--- src/rtl/imem_loader_pkg.sv ---
// Shared types and constants for the instruction-memory loader controller.
package imem_loader_pkg;

  typedef enum logic [2:0] {
    IDLE   = 3'd0,
    HDR_LO = 3'd1,
    HDR_HI = 3'd2,
    DATA   = 3'd3,
    WRITE  = 3'd4,
    CHK    = 3'd5,
    DONE   = 3'd6,
    ERR    = 3'd7
  } state_e;

  localparam int BYTES_PER_WORD = 4;
  localparam int HDR_W          = 16;

  // States in which the byte stream is allowed to move.
  function automatic logic accepts_bytes(input state_e s);
    return (s == HDR_LO) || (s == HDR_HI) || (s == DATA) || (s == CHK);
  endfunction

endpackage

--- src/rtl/imem_loader_if.sv ---
// Loader/fetch/memory signal bundle; slave = controller side, master = driver side.
interface imem_loader_if
  import imem_loader_pkg::*;
#(
  parameter int ADDRESS_WIDTH = 32,
  parameter int INSTR_WIDTH   = 32,
  parameter int DEPTH         = 64
) ();

  localparam int CNT_W = $clog2(DEPTH) + 1;

  logic                     load_start;
  logic                     byte_valid;
  logic [7:0]               byte_data;
  logic                     byte_ready;
  logic [ADDRESS_WIDTH-1:0] cpu_pc;
  logic [ADDRESS_WIDTH-1:0] mem_addr;
  logic                     mem_we;
  logic [INSTR_WIDTH-1:0]   mem_wdata;
  logic                     cpu_rst_req;
  logic                     busy;
  logic                     load_done;
  logic                     load_err;
  logic [CNT_W-1:0]         word_count;

  modport slave (
    input  load_start, byte_valid, byte_data, cpu_pc,
    output byte_ready, mem_addr, mem_we, mem_wdata, cpu_rst_req,
           busy, load_done, load_err, word_count
  );

  modport master (
    output load_start, byte_valid, byte_data, cpu_pc,
    input  byte_ready, mem_addr, mem_we, mem_wdata, cpu_rst_req,
           busy, load_done, load_err, word_count
  );

endinterface

--- src/rtl/imem_loader_ctrl_asm.sv ---
// Little-endian byte-to-word assembler; with IMEM_LOADER_CHECKSUM_EN it also
// keeps a running XOR of every data byte loaded.
module imem_byte_assembler
  import imem_loader_pkg::*;
(
  input  logic        clk,
  input  logic        rst,
  input  logic        clear_i,
  input  logic        load_i,
  input  logic [1:0]  lane_i,
  input  logic [7:0]  byte_i,
`ifdef IMEM_LOADER_CHECKSUM_EN
  output logic [7:0]  xor_o,
`endif
  output logic [31:0] word_o
);

  logic [31:0] word_q;

  // Clearing on a new load keeps stale bytes from a previous image out of word 0.
  always_ff @(posedge clk or posedge rst) begin
    if (rst) begin
      word_q <= '0;
    end else if (clear_i) begin
      word_q <= '0;
    end else if (load_i) begin
      word_q[{lane_i, 3'b000} +: 8] <= byte_i;
    end
  end

  assign word_o = word_q;

`ifdef IMEM_LOADER_CHECKSUM_EN
  logic [7:0] xor_q;

  always_ff @(posedge clk or posedge rst) begin
    if (rst) begin
      xor_q <= '0;
    end else if (clear_i) begin
      xor_q <= '0;
    end else if (load_i) begin
      xor_q <= xor_q ^ byte_i;
    end
  end

  assign xor_o = xor_q;
`endif

endmodule

--- src/rtl/imem_loader_ctrl.sv ---
// Instruction-memory port owner: CPU fetch passthrough when idle, byte-stream
// program loader otherwise. Trailing XOR check enabled by IMEM_LOADER_CHECKSUM_EN.
module imem_loader_ctrl
  import imem_loader_pkg::*;
#(
  parameter int ADDRESS_WIDTH = 32,
  parameter int INSTR_WIDTH   = 32,
  parameter int DEPTH         = 64
) (
  input  logic          clk,
  input  logic          rst,
  imem_loader_if.slave  bus
);

  localparam int IDX_W = $clog2(DEPTH);
  localparam int CNT_W = IDX_W + 1;

  state_e             state_q, state_d;
  logic [HDR_W-1:0]   n_q, n_d;
  logic [IDX_W-1:0]   word_idx_q, word_idx_d;
  logic [1:0]         byte_idx_q, byte_idx_d;
  logic [CNT_W-1:0]   word_count_q, word_count_d;
  logic               byte_ready_q, busy_q, cpu_rst_q, mem_we_q, done_q, err_q;

  logic               xfer;
  logic               last_word;
  logic [HDR_W-1:0]   hdr_n;
  logic               asm_clear;
  logic               asm_load;
  logic [31:0]        asm_word;

  assign xfer      = bus.byte_valid && byte_ready_q;
  assign last_word = (HDR_W'(word_idx_q) == (n_q - HDR_W'(1)));
  assign hdr_n     = {bus.byte_data, n_q[7:0]};
  assign asm_clear = (state_q == IDLE) && bus.load_start;
  assign asm_load  = (state_q == DATA) && xfer;

`ifdef IMEM_LOADER_CHECKSUM_EN
  logic [7:0] xor_acc;
`endif

  imem_byte_assembler u_asm (
    .clk     (clk),
    .rst     (rst),
    .clear_i (asm_clear),
    .load_i  (asm_load),
    .lane_i  (byte_idx_q),
    .byte_i  (bus.byte_data),
`ifdef IMEM_LOADER_CHECKSUM_EN
    .xor_o   (xor_acc),
`endif
    .word_o  (asm_word)
  );

  always_comb begin
    state_d      = state_q;
    n_d          = n_q;
    word_idx_d   = word_idx_q;
    byte_idx_d   = byte_idx_q;
    word_count_d = word_count_q;
    case (state_q)
      IDLE: begin
        if (bus.load_start) begin
          state_d      = HDR_LO;
          word_idx_d   = '0;
          word_count_d = '0;
        end
      end
      HDR_LO: begin
        if (xfer) begin
          n_d[7:0] = bus.byte_data;
          state_d  = HDR_HI;
        end
      end
      HDR_HI: begin
        if (xfer) begin
          n_d = hdr_n;
          if ((hdr_n == '0) || (hdr_n > HDR_W'(DEPTH))) begin
            state_d = ERR;
          end else begin
            state_d    = DATA;
            byte_idx_d = '0;
          end
        end
      end
      DATA: begin
        if (xfer) begin
          byte_idx_d = byte_idx_q + 2'd1;
          if (byte_idx_q == 2'(BYTES_PER_WORD - 1)) state_d = WRITE;
        end
      end
      WRITE: begin
        word_count_d = word_count_q + 1'b1;
        // The index stays on the last word so it never runs past DEPTH-1.
        if (last_word) begin
`ifdef IMEM_LOADER_CHECKSUM_EN
          state_d = CHK;
`else
          state_d = DONE;
`endif
        end else begin
          word_idx_d = word_idx_q + 1'b1;
          state_d    = DATA;
        end
      end
`ifdef IMEM_LOADER_CHECKSUM_EN
      CHK: begin
        if (xfer) state_d = (bus.byte_data == xor_acc) ? DONE : ERR;
      end
`endif
      DONE:    state_d = IDLE;
      ERR:     state_d = IDLE;
      default: state_d = IDLE;
    endcase
  end

  // Outputs are registered from the next state so they line up with state_q.
  always_ff @(posedge clk or posedge rst) begin
    if (rst) begin
      state_q      <= IDLE;
      n_q          <= '0;
      word_idx_q   <= '0;
      byte_idx_q   <= '0;
      word_count_q <= '0;
      byte_ready_q <= 1'b0;
      busy_q       <= 1'b0;
      cpu_rst_q    <= 1'b0;
      mem_we_q     <= 1'b0;
      done_q       <= 1'b0;
      err_q        <= 1'b0;
    end else begin
      state_q      <= state_d;
      n_q          <= n_d;
      word_idx_q   <= word_idx_d;
      byte_idx_q   <= byte_idx_d;
      word_count_q <= word_count_d;
      byte_ready_q <= accepts_bytes(state_d);
      busy_q       <= (state_d != IDLE);
      cpu_rst_q    <= (state_d != IDLE);
      mem_we_q     <= (state_d == WRITE);
      done_q       <= (state_d == DONE);
      err_q        <= (state_d == ERR);
    end
  end

  assign bus.mem_addr    = (state_q == IDLE) ? bus.cpu_pc
                                             : ADDRESS_WIDTH'({word_idx_q, 2'b00});
  assign bus.byte_ready  = byte_ready_q;
  assign bus.busy        = busy_q;
  assign bus.cpu_rst_req = cpu_rst_q;
  assign bus.mem_we      = mem_we_q;
  assign bus.mem_wdata   = INSTR_WIDTH'(asm_word);
  assign bus.load_done   = done_q;
  assign bus.load_err    = err_q;
  assign bus.word_count  = word_count_q;

endmodule

--- src/flat_wrapper.sv ---
// flat-port wrapper written by rule: the top's interface ports become plain ports
module imem_loader_ctrl_flat import imem_loader_pkg::*;
#(
  parameter int ADDRESS_WIDTH = 32,
  parameter int INSTR_WIDTH   = 32,
  parameter int DEPTH         = 64
)
  (clk, rst, bus_load_start, bus_byte_valid, bus_byte_data, bus_cpu_pc, bus_byte_ready, bus_mem_addr, bus_mem_we, bus_mem_wdata, bus_cpu_rst_req, bus_busy, bus_load_done, bus_load_err, bus_word_count);
  imem_loader_if #(.ADDRESS_WIDTH(ADDRESS_WIDTH), .INSTR_WIDTH(INSTR_WIDTH), .DEPTH(DEPTH)) bus_i ();
  input  logic clk;
  input  logic rst;
  input wire logic [$bits(bus_i.load_start)-1:0] bus_load_start;
  input wire logic [$bits(bus_i.byte_valid)-1:0] bus_byte_valid;
  input wire logic [$bits(bus_i.byte_data)-1:0] bus_byte_data;
  input wire logic [$bits(bus_i.cpu_pc)-1:0] bus_cpu_pc;
  output wire logic [$bits(bus_i.byte_ready)-1:0] bus_byte_ready;
  output wire logic [$bits(bus_i.mem_addr)-1:0] bus_mem_addr;
  output wire logic [$bits(bus_i.mem_we)-1:0] bus_mem_we;
  output wire logic [$bits(bus_i.mem_wdata)-1:0] bus_mem_wdata;
  output wire logic [$bits(bus_i.cpu_rst_req)-1:0] bus_cpu_rst_req;
  output wire logic [$bits(bus_i.busy)-1:0] bus_busy;
  output wire logic [$bits(bus_i.load_done)-1:0] bus_load_done;
  output wire logic [$bits(bus_i.load_err)-1:0] bus_load_err;
  output wire logic [$bits(bus_i.word_count)-1:0] bus_word_count;
  assign bus_i.load_start = bus_load_start;
  assign bus_i.byte_valid = bus_byte_valid;
  assign bus_i.byte_data = bus_byte_data;
  assign bus_i.cpu_pc = bus_cpu_pc;
  assign bus_byte_ready = bus_i.byte_ready;
  assign bus_mem_addr = bus_i.mem_addr;
  assign bus_mem_we = bus_i.mem_we;
  assign bus_mem_wdata = bus_i.mem_wdata;
  assign bus_cpu_rst_req = bus_i.cpu_rst_req;
  assign bus_busy = bus_i.busy;
  assign bus_load_done = bus_i.load_done;
  assign bus_load_err = bus_i.load_err;
  assign bus_word_count = bus_i.word_count;
  imem_loader_ctrl #(.ADDRESS_WIDTH(ADDRESS_WIDTH), .INSTR_WIDTH(INSTR_WIDTH), .DEPTH(DEPTH)) u_core (.clk(clk), .rst(rst), .bus(bus_i));
endmodule
--- config.mk ---
export PLATFORM = sky130hd
export DESIGN_NAME = imem_loader_ctrl_flat
export DESIGN_NICKNAME = d
export VERILOG_FILES = /design/src/rtl/imem_loader_pkg.sv /design/src/rtl/imem_loader_if.sv /design/src/rtl/imem_loader_ctrl_asm.sv /design/src/rtl/imem_loader_ctrl.sv /design/src/flat_wrapper.sv
export SDC_FILE = /design/constraint.sdc
export NUM_CORES = 1
export LEC_CHECK = 0
export CAP_MARGIN = 20
export CORE_AREA = 2 2 100 102
export CTS_CLUSTER_SIZE = 28
export DETAILED_ROUTE_END_ITERATION = 10
export DIE_AREA = 0 0 102 104
export GPL_TIMING_DRIVEN = 0
export HOLD_SLACK_MARGIN = 0.1
export PLACE_DENSITY = 0.69
export REMOVE_ABC_BUFFERS = 1
export SYNTH_ARGS = -nofsm -noshare
export SYNTH_HDL_FRONTEND = slang
export SYNTH_SLANG_ARGS = --single-unit
--- constraint.sdc ---
create_clock -name clk -period 2.4 [get_ports clk]
set_input_delay 0.48 -clock clk [delete_from_list [all_inputs] [get_ports clk]]
set_output_delay 0.48 -clock clk [all_outputs]
set_load 0.005 [all_outputs]
After elaboration in Yosys (flattened, before gate mapping):

Cells that the tools add are included.

* register bits: 71
* input port bits: 44
* output and inout port bits: 77
* logic and storage cells: 80

* bitwise gates (word level): 1
* mux-type cells: 23
* shift operators: 2
* eq/ne operators: 18
* magnitude comparators: 1
* $add $sub $neg: 5
* reduce and logical (&&, ||, !) cells: 18

Operator list (count)
* $mux W32: 3
* $bwmux W32: 1
* $shift A8 B7 Y32 const A: 1
* $shiftx A8 B7 Y32: 1
* $mux W3: 7
* $eq A6 B16 Y1: 1
* $gt A16 B7 Y1 const B: 1
* $logic_not A16 Y1: 1
* $pmux W8 S2: 1
* $sub A16 B1 Y16 const B: 1
* $eq A3 B3 Y1 const B: 5
* $pmux W3 S5: 1
* $pmux W7 S2: 1
* $eq A3 B2 Y1 const B: 4
* $mux W6: 2
* $pmux W6 S2: 1
* $mux W8: 1
* $add A7 B1 Y7 const B: 1
* $mux W7: 1
* $neg A5 Y7: 1
* $add A6 B1 Y6 const B: 1
* $eq A3 B1 Y1 const B: 2
* $mux W2: 3
* $ne A2 B2 Y1 const B: 3
* other kinds (13): 23

Longest topological paths before layout:

Gate-level depths: netlist (run 1).

* depth in word-level cells: 9
* depth in mapped cells: 10
* depth with buffers taken out: 9

Modules after synthesis:

Synthesis (run 1) repeated with hierarchy kept, for this count alone.

* cell total of the unflattened synthesis: 364
* area, all modules: 3891.2 sq um

Modules (own cells, without submodules)
* imem_loader_ctrl: instances 1, area an instance 2421.1 sq um, sequential area each 975.9 sq um, cells each 249
* imem_byte_assembler: instances 1, area an instance 1470.2 sq um, sequential area each 800.8 sq um, cells each 115

Worst setup path before layout (run 1):

OpenSTA, ideal clock, no wires.

* path kind: reg-to-reg
* from: register u_core.n_q[0]
* to: register u_core.word_idx_q[4]
* period minus slack after synthesis: 2254 ps
* arrival time: 2158 ps
* library setup time: 95 ps
* slack: 146 ps
* data required time: 2305 ps
* buffers on the path: 1
* stages on the path, launching flop included: 10
* path through: dfrtp_1 > inv_1 > ha_1 > buf_4 > or3_1 > a31o_2 > a2111o_1 > o21ai_4 > o211ai_1 > o31ai_1

* longest elaborated chain between the ends: 4

RTL lines
* start, declared: RTL line imem_loader_ctrl.sv:19 `logic [HDR_W-1:0] n_q, n_d;`
* start signal, assigned: RTL line imem_loader_ctrl.sv:133 `n_q <= n_d;`
* $sub A16 B1 Y16: RTL line imem_loader_ctrl.sv:33 `assign last_word = (HDR_W'(word_idx_q) == (n_q - HDR_W'(1)));`
* $eq A6 B16 Y1: RTL line imem_loader_ctrl.sv:33
* $ne A2 B2 Y1 (no line)
* $reduce_and A3 Y1 (no line)
* end signal, assigned: RTL line imem_loader_ctrl.sv:134 `word_idx_q <= word_idx_d;`
* end, declared: RTL line imem_loader_ctrl.sv:20 `logic [IDX_W-1:0] word_idx_q, word_idx_d;`

No other way between the ends.
A chain may end at the register's enable or synchronous reset.

Worst setup path after layout (run 1):

* from: register u_core.state_q[1]
* to: output bus_mem_addr[4]

* longest elaborated chain between the ends: 2

RTL lines
* start, declared: RTL line imem_loader_ctrl.sv:18 `state_e state_q, state_d;`
* start signal, assigned: RTL line imem_loader_ctrl.sv:132 `state_q <= state_d;`
* $logic_not A3 Y1: RTL line imem_loader_ctrl.sv:146 `assign bus.mem_addr = (state_q == IDLE) ? bus.cpu_pc`
* $mux W32: RTL line imem_loader_ctrl.sv:146
* end, declared: RTL line flat_wrapper.sv:17 `output wire logic [$bits(bus_i.mem_addr)-1:0] bus_mem_addr;`

No other way between the ends.

==> metrics.log, run 1 <==
INFO  metric drt-wirelength-per-cell = 16.40 um
INFO  metric route.final.wire_length = 10730 um
INFO  metric timing.critical_path.required = 1.92 ns
INFO  metric dieArea = 0.01061 mm2
INFO  metric hold_bufs_inserted_after_cts = 0
INFO  metric dr.first_iter.drc_count = 122
INFO  metric setup-violations-final = 0
INFO  metric synth-async-reset-ratio = 100.0%
INFO  metric length_of_routed_met2_wiring = 5164 um
INFO  metric final_min_period_over_clock_period = 97.74%
INFO  metric ant_nets = 0
INFO  metric path_class_of_the_lowest_slack_min_delay_path = reg2reg
INFO  metric initial_core_util = 38.98%
INFO  metric routed.top_layer = met4
INFO  metric vias_in_the_first_global_route = 3266
INFO  metric grt_use_total = 19.33%
INFO  metric clk_path_buf_depth = 2
INFO  metric rsz0062_at_grt = true
INFO  metric cap_viol_max_count = 0
INFO  metric fin_hold_viols = 0
INFO  metric global_route_wire_length_before_repair = 16220 um
INFO  metric yosys_warnings = 0
INFO  metric die_width = 102 um
INFO  metric core_area = 0.009549 mm2
INFO  metric tritoncts = yes
INFO  metric final_layout_size_suffix_gt1_share = 21.69%
INFO  metric layout_min_cycle_time = 2.346 ns
INFO  metric dp.final_hpwl = 7080 um
INFO  metric die_y = 104 um
INFO  metric drcViolationCount = 0
INFO  metric timing.max_slew.rel_slack = 42.38%
INFO  metric tightestPinTransition = 0.8644 ns
INFO  metric startpoint_type = register
INFO  metric synth_area = 0.003722 mm2
INFO  metric cts.sink_count = 71
INFO  metric finalMaxSlewViolations = 0
INFO  metric final.fill_count = 837
INFO  metric metal1_wirelength = 4583 um
INFO  metric met3RoutedLength = 888 um
INFO  metric gp_congestion = 0.8310
INFO  metric timing.critical_path.fanout_max = 5
INFO  metric finish.instance_area = 0.005587 mm2
INFO  metric overflow = 0
INFO  metric power_density = 1080 mW/mm2
INFO  metric layout.cells.most_common_list = clkdlybuf4s50_1, dfrtp_1, nand2_1, and2_1, o21ai_0
INFO  metric clock_latency = 0.34 ns
INFO  metric area_growth = 50.08%
INFO  metric tns = 0 ns
INFO  metric worst-endpoint-arrival = 1.87 ns
INFO  metric detail_route.vias_per_cell = 5.252
INFO  metric synthesis.instances = 367
INFO  metric final_layout_worst_hold_slack = 0.4891 ns
INFO  metric finalClockSkew = 0.009904 ns
INFO  metric endpoint_kind = output pin
INFO  metric clk_pin_slew_worst_paths = 0.07 ns
INFO  metric synth-main-ff-cell = dfrtp_1
INFO  metric first_pass_iters = 8
INFO  metric portBuffers = 120
INFO  metric result_of_the_run = finished, final reports clean
INFO  metric ys_seq_elements = 71
INFO  metric grt_start_max_net_pins = 72
INFO  metric boundaryPins = 121
INFO  metric worstSetupPathType = reg2out
INFO  metric power.ir.vdd_worst = 0.5529 mV
INFO  metric cts.htree.levels = 3
INFO  metric fmaxAchievable = 426.3 MHz
INFO  metric power.static_leakage = 2.446 nW
INFO  metric vias = 3435
INFO  metric final_common_cell = clkdlybuf4s50_1
INFO  metric clk_root_buffer_cell = clkbuf_8
INFO  metric diodes = 0
INFO  metric row_count = 36
INFO  metric total_cts_buffers = 9
INFO  metric placed_cell_area = 0.005012 mm2
INFO  metric initial_antenna_violation_count = 0
INFO  metric synth_edf_count = 0
INFO  metric post_synth.cell_area_avg = 10.14 um2
INFO  metric synth.lib_cells_used.distinct = 58
INFO  metric utilization = 58.50%
INFO  metric num-nets-final = 567
INFO  metric synth.yosys.seq_area_share = 47.73%
==> synth_stat cells (4+ instances only) <==
cell type	count	area (um2)
dfrtp_1	71	1777
nand2_1	41	153.9
and2_1	28	175.2
o21ai_0	27	135.1
nor2_1	23	86.33
a22o_1	21	183.9
mux2_2	21	236.5
a21oi_1	11	55.05
inv_1	11	41.29
nand3_1	9	45.04
clkbuf_1	8	30.03
nand4_1	8	50.05
ha_1	7	87.58
nor3_1	5	25.02
nor4_1	5	31.28
and3_1	4	25.02
o211ai_1	4	30.03
xnor2_1	4	35.03
==> logic make-up (layout without fill, tap and decap cells) <==
logic type      Yosys count  count (layout)  share of synthesized area, %
flops                    71              71                         47.73
fa+ha+maj                 7               7                         2.353
compound gates           84              85                         15.77
buf+inv                  28             181                         3.865
simple gates            149             149                         22.25
mux                      22              22                         6.622
xor+xnor                  6               6                         1.412
==> critical path, cell delays in order, from the launching register on <==
cell and delay [ns]:
dfrtp_1 0.41, nor2_4 0.13, inv_2 0.05, nor2_4 0.18
buf_12 0.14, buf_8 0.10, buf_6 0.10, mux2_4 0.29
buf_6 0.12
==> flip-flops by register name, summed over array words and instances, names as in the netlist <==
name and flops:
u_core.bus.mem_we 1, u_core.state_q 3, u_core.n_q 16, u_core.word_idx_q 6, u_core.byte_idx_q 2, u_core.bus.byte_ready 1, u_core.u_asm.word_o 32, u_core.bus.load_err 1
u_core.bus.load_done 1, u_core.bus.word_count 7, u_core.bus.busy 1
==> layer usage <==
metal | GRT usage (%) | up-vias
li1 | - | 1621
met1 | 24.48 | 1676
met2 | 32.42 | 130
met3 | 5.780 | 8
met4 | 4.286 | 0
met5 | 0 | -
==> cell type report <==
type	instances	area, um2	area share, %
inverter	11	43.79	0.7839
timing repair buffer	154	1506	26.97
tap	133	166.4	2.979
sequential	71	1783	31.91
clock buffer	10	137.6	2.464
multi-input combinational	269	1889	33.82
clock inverter	6	60.06	1.075
==> worst paths after layout <==
| path | startpoint | end | slack, ns | cells after the start |
|---|---|---|---|---|
| worst min-delay path | u_core.bus.word_count[6] | u_core.bus.word_count[6] | 0.49 | 1 |
| worst max-delay path | u_core.state_q[1] | bus_mem_addr[4] | 0.05 | 8 |
| max in group asynchronous | rst | u_core.state_q[0] | 1.10 | 2 |
| worst min register to register | u_core.bus.word_count[6] | u_core.bus.word_count[6] | 0.49 | 1 |
| min in group asynchronous | rst | u_core.word_idx_q[3] | 0.66 | 2 |
| worst max register to register | u_core.n_q[2] | u_core.bus.byte_ready | 0.07 | 7 |
==> timing repair <==
item                       CTS  global route
pin swaps                    4            11
setup buffers               15            15
gates resized for setup     58            30
gates cloned                 3             0
setup endpoints to repair   40            33
hold endpoints to repair     0             0
==> report_power, final <==
group          internal, mW  switching, mW  leakage (nW)
Sequential             1.59          0.416         0.931
Clock                 0.503          0.455        0.0981
Combinational          1.73           1.33          1.42
==> through the flow <==
step	worst slack (ns)	std cells	total power [mW]
finish	0.05413	654	6.034
detailed placement	-0.3128	605	4.478
floorplan	-0.1120	350	3.311
CTS	-0.06726	639	5.726
global route	-0.03775	654	6.456
global placement	-1.035	603	4.365
No activity file was read; power rests on OpenSTA's default activity.
==> run 2, diff against run 1 <==
--- a/config.mk
+++ b/config.mk
@@ -6,14 +6,14 @@
 export NUM_CORES = 1
 export LEC_CHECK = 0
 export CAP_MARGIN = 20
-export CORE_AREA = 2 2 100 102
+export CORE_AREA = 2 2 102 104
 export CTS_CLUSTER_SIZE = 28
 export DETAILED_ROUTE_END_ITERATION = 10
-export DIE_AREA = 0 0 102 104
-export GPL_TIMING_DRIVEN = 0
+export DIE_AREA = 0 0 104 106
 export HOLD_SLACK_MARGIN = 0.1
 export PLACE_DENSITY = 0.69
 export REMOVE_ABC_BUFFERS = 1
 export SYNTH_ARGS = -nofsm -noshare
 export SYNTH_HDL_FRONTEND = slang
+export SYNTH_HIERARCHICAL = 1
 export SYNTH_SLANG_ARGS = --single-unit
==> run 2 against run 1 <==
  * The run now ends with negative setup slack left
  * Clock skew down 0.0011 ns
  * Area after synthesis up 4.5%
  * Total power grew 8.9%
  * Hold slack worse by 0.0054 ns
  * Global-route usage up 0.62 points
  * Fmax shrank 4.1%
  * Clock-buffer cell count unchanged
  * Highest routed layer unchanged
==> metrics.log, run 2 <==
INFO  metric result_of_the_run = complete, but fails checks
INFO  metric violated_checks = negative setup slack
INFO  metric final.fill_count = 841
INFO  metric timing.critical_path.fanout_max = 4
INFO  metric metal1_wirelength = 4976 um
INFO  metric cp_cell_sequence = or4_4, o31ai_4, o221ai_4, or3_4, or3_4, a31o_1
INFO  metric dp.final_hpwl = 8289 um
INFO  metric placed_cell_area = 0.005549 mm2
INFO  metric rsz0062_at_grt = true
INFO  metric multi_input_gate_area_in_the_final_layout = 0.002046 mm2
INFO  metric synth.yosys.seq_area_share = 45.66%
INFO  metric dieArea = 0.01102 mm2
INFO  metric synth.lib_cells_used.distinct = 58
INFO  metric timing.max_slew.rel_slack = 61.05%
INFO  metric routed.top_layer = met4
INFO  metric final_min_period_over_clock_period = 101.9%
INFO  metric reg2regPathDepth = 6
INFO  metric synthesis.instances = 364
INFO  metric holdCritStartpoint = u_core/bus.word_count[6]
INFO  metric cts.htree.levels = 3
INFO  metric boundaryPins = 121
INFO  metric length_of_routed_met2_wiring = 5550 um
INFO  metric portBuffers = 120
INFO  metric dr.first_iter.drc_count = 109
INFO  metric vias_in_the_first_global_route = 3535
INFO  metric total_cts_buffers = 9
INFO  metric synth_area = 0.003891 mm2
INFO  metric route.final.wire_length = 11490 um
INFO  metric tightestPinTransition = 0.5830 ns
INFO  metric timing.critical_path.max_delay_family = simple AND/OR/NAND/NOR gates
INFO  metric worst-endpoint-arrival = 2.67 ns
INFO  metric endpoint_kind = register
INFO  metric fin_hold_viols = 0
INFO  metric utilization = 59.66%
INFO  metric tritoncts = yes
INFO  metric crit_top_cell = or3_4
INFO  metric diodes = 0
INFO  metric grt_use_total = 19.95%
INFO  metric timing.critical_path.required = 2.63 ns
INFO  metric global_route_wire_length_before_repair = 17740 um
INFO  metric met3RoutedLength = 863 um
INFO  metric clk_root_buffer_cell = clkbuf_8
INFO  metric die_width = 104 um
INFO  metric first_pass_iters = 4
INFO  metric finalMaxSlewViolations = 0
INFO  metric finalClockSkew = 0.008850 ns
INFO  metric seq_area = 0.001777 mm2
INFO  metric power_density = 1101 mW/mm2
INFO  metric final_common_cell = clkdlybuf4s50_1
INFO  metric number_of_cells_on_the_worst_hold_path = 1
INFO  metric hold_bufs_inserted_after_cts = 0
INFO  metric startpoint_type = register
INFO  metric ant_nets = 0
INFO  metric hold_worst_path_end = u_core/bus.word_count[6]
INFO  metric fmaxAchievable = 408.8 MHz
INFO  metric synth-async-reset-ratio = 100.0%
INFO  metric die_y = 106 um
INFO  metric cap_viol_max_count = 0
INFO  metric synth-main-ff-cell = dfrtp_1
INFO  metric cp_num_buf_inv = 0
INFO  metric slowest_delay = 0.54 ns
INFO  metric vias = 3602
INFO  metric power.ir.vdd_worst = 0.5777 mV
INFO  metric yosysMostFrequentCell = dfrtp_1
INFO  metric final_layout_size_suffix_gt1_share = 23.03%
INFO  metric synth.largest_area_cell = dfrtp_1
INFO  metric core_area = 0.01000 mm2
INFO  metric worstReg2RegStart = u_core/n_q[2]
INFO  metric drt-wirelength-per-cell = 17.15 um
INFO  metric post-synth-top-area-fraction = 45.66%
INFO  metric cts.sink_count = 71
INFO  metric grt_start_max_net_pins = 40
INFO  metric post_synth_most_frequent_cells = dfrtp_1, and2_1, nand2_1
INFO  metric initial_antenna_violation_count = 0
INFO  metric clock_latency = 0.34 ns
INFO  metric layout.cells.most_common_list = clkdlybuf4s50_1, dfrtp_1, buf_4, and2_1, nand2_1
INFO  metric worst-r2r-setup-slack = -0.05 ns
INFO  metric yosys_warnings = 6
INFO  metric worstReg2RegEnd = u_core/bus.byte_ready
INFO  metric clk_path_buf_depth = 2
INFO  metric finalPower = 6.570 mW
INFO  metric initial_core_util = 38.91%
INFO  metric layout_min_cycle_time = 2.446 ns
INFO  metric post_synth.cell_area_avg = 10.69 um2
INFO  metric num-nets-final = 583
INFO  metric setup-violations-final = 2
INFO  metric finish.instance_area = 0.005966 mm2
INFO  metric row_count = 37
INFO  metric detail_route.vias_per_cell = 5.376
INFO  metric worstSetupPathType = reg2reg
INFO  metric path_class_of_the_lowest_slack_min_delay_path = reg2reg
INFO  metric synth_edf_count = 0
INFO  metric area_growth = 53.31%
INFO  metric clk_pin_slew_worst_paths = 0.08 ns
INFO  metric synth.area.top_cells = dfrtp_1, mux2_2, a32o_1, and2_1, o32ai_2
INFO  metric gp_congestion = 0.8681
INFO  metric number_of_flip_flops_under_the_largest_register_name = 32
INFO  metric worst_slack = -0.04625 ns
INFO  metric overflow = 0
INFO  metric power.static_leakage = 2.854 nW
INFO  metric cpMaxStageDelayCell = or4_4
INFO  metric drcViolationCount = 0
INFO  metric ys_seq_elements = 71
==> run 2: changes by cell type after synthesis, sizes merged, moves of 6 or more <==
| cell | change |
|---|---|
| nand2 | -15 |
| nand4 | -6 |
| o32ai | +7 |
| a22o | -19 |
| inv | +6 |
| and2 | +8 |
| nor2 | -9 |
| a32o | +22 |
| o21ai | -17 |
==> run 2: cells by family after synthesis <==
family,share of synthesized area (%)
xor gates and xnor gates,1.576
muxes,7.685
DFF,45.66
and+or+nand+nor,19.81
AOI/OAI and AO/OA,18.10
buffers and inverters,4.276
adders and majority gates,2.894
==> run 2: layout make-up <==
class | count | area share (%)
clock buffer | 10 | 2.307
tap | 136 | 2.852
sequential | 71 | 29.78
inverter | 17 | 1.070
multi-input combinational | 256 | 34.29
timing repair buffer | 175 | 28.71
clock inverter | 5 | 0.9857
==> run 2: timing repair <==
item                       in CTS  in global routing
setup endpoints to repair      15                 33
setup buffers                   1                  6
resized for setup              16                 28
cloned                          0                  1
pin swaps                       9                 13
==> run 2: stage by stage <==
stage | hold WS, ns | instances | setup TNS [ns] | setup slack [ns]
after floorplan | 0.4689 | 344 | -32.06 | -0.7235
after global placement | 0.4745 | 647 | -0.04129 | -0.04129
after detailed placement | 0.4860 | 647 | -0.08864 | -0.08864
after CTS | 0.4968 | 663 | -0.05112 | -0.05112
after global routing | 0.5058 | 670 | -0.3798 | -0.09079
final | 0.4837 | 670 | -0.05558 | -0.04625
==> run 2: how the worst max path moves through the flow <==
stage / from / end / cells after the start
floorplan: u_core/state_q[0] / u_core/u_asm/word_o[24] / 5
global placement: u_core/n_q[0] / u_core/bus.byte_ready / 9
detailed placement: u_core/n_q[0] / u_core/bus.byte_ready / 10
CTS: u_core/n_q[8] / u_core/bus.byte_ready / 6
global route: u_core/n_q[2] / u_core/bus.byte_ready / 6
finish: u_core/n_q[2] / u_core/bus.byte_ready / 6
==> run 2: routing by layer <==
layer | vias to the layer above | global-route usage (%)
li1 | 1667 | -
met5 | - | 0
met1 | 1764 | 24.60
met2 | 161 | 35.29
met4 | 0 | 2.992
met3 | 10 | 6.009
==> run 2: report_power, final <==
group / switching, mW / internal (mW) / total [mW]
sequential: 0.392 / 1.67 / 2.06
clock: 0.466 / 0.503 / 0.968
combinational: 1.56 / 1.98 / 3.54
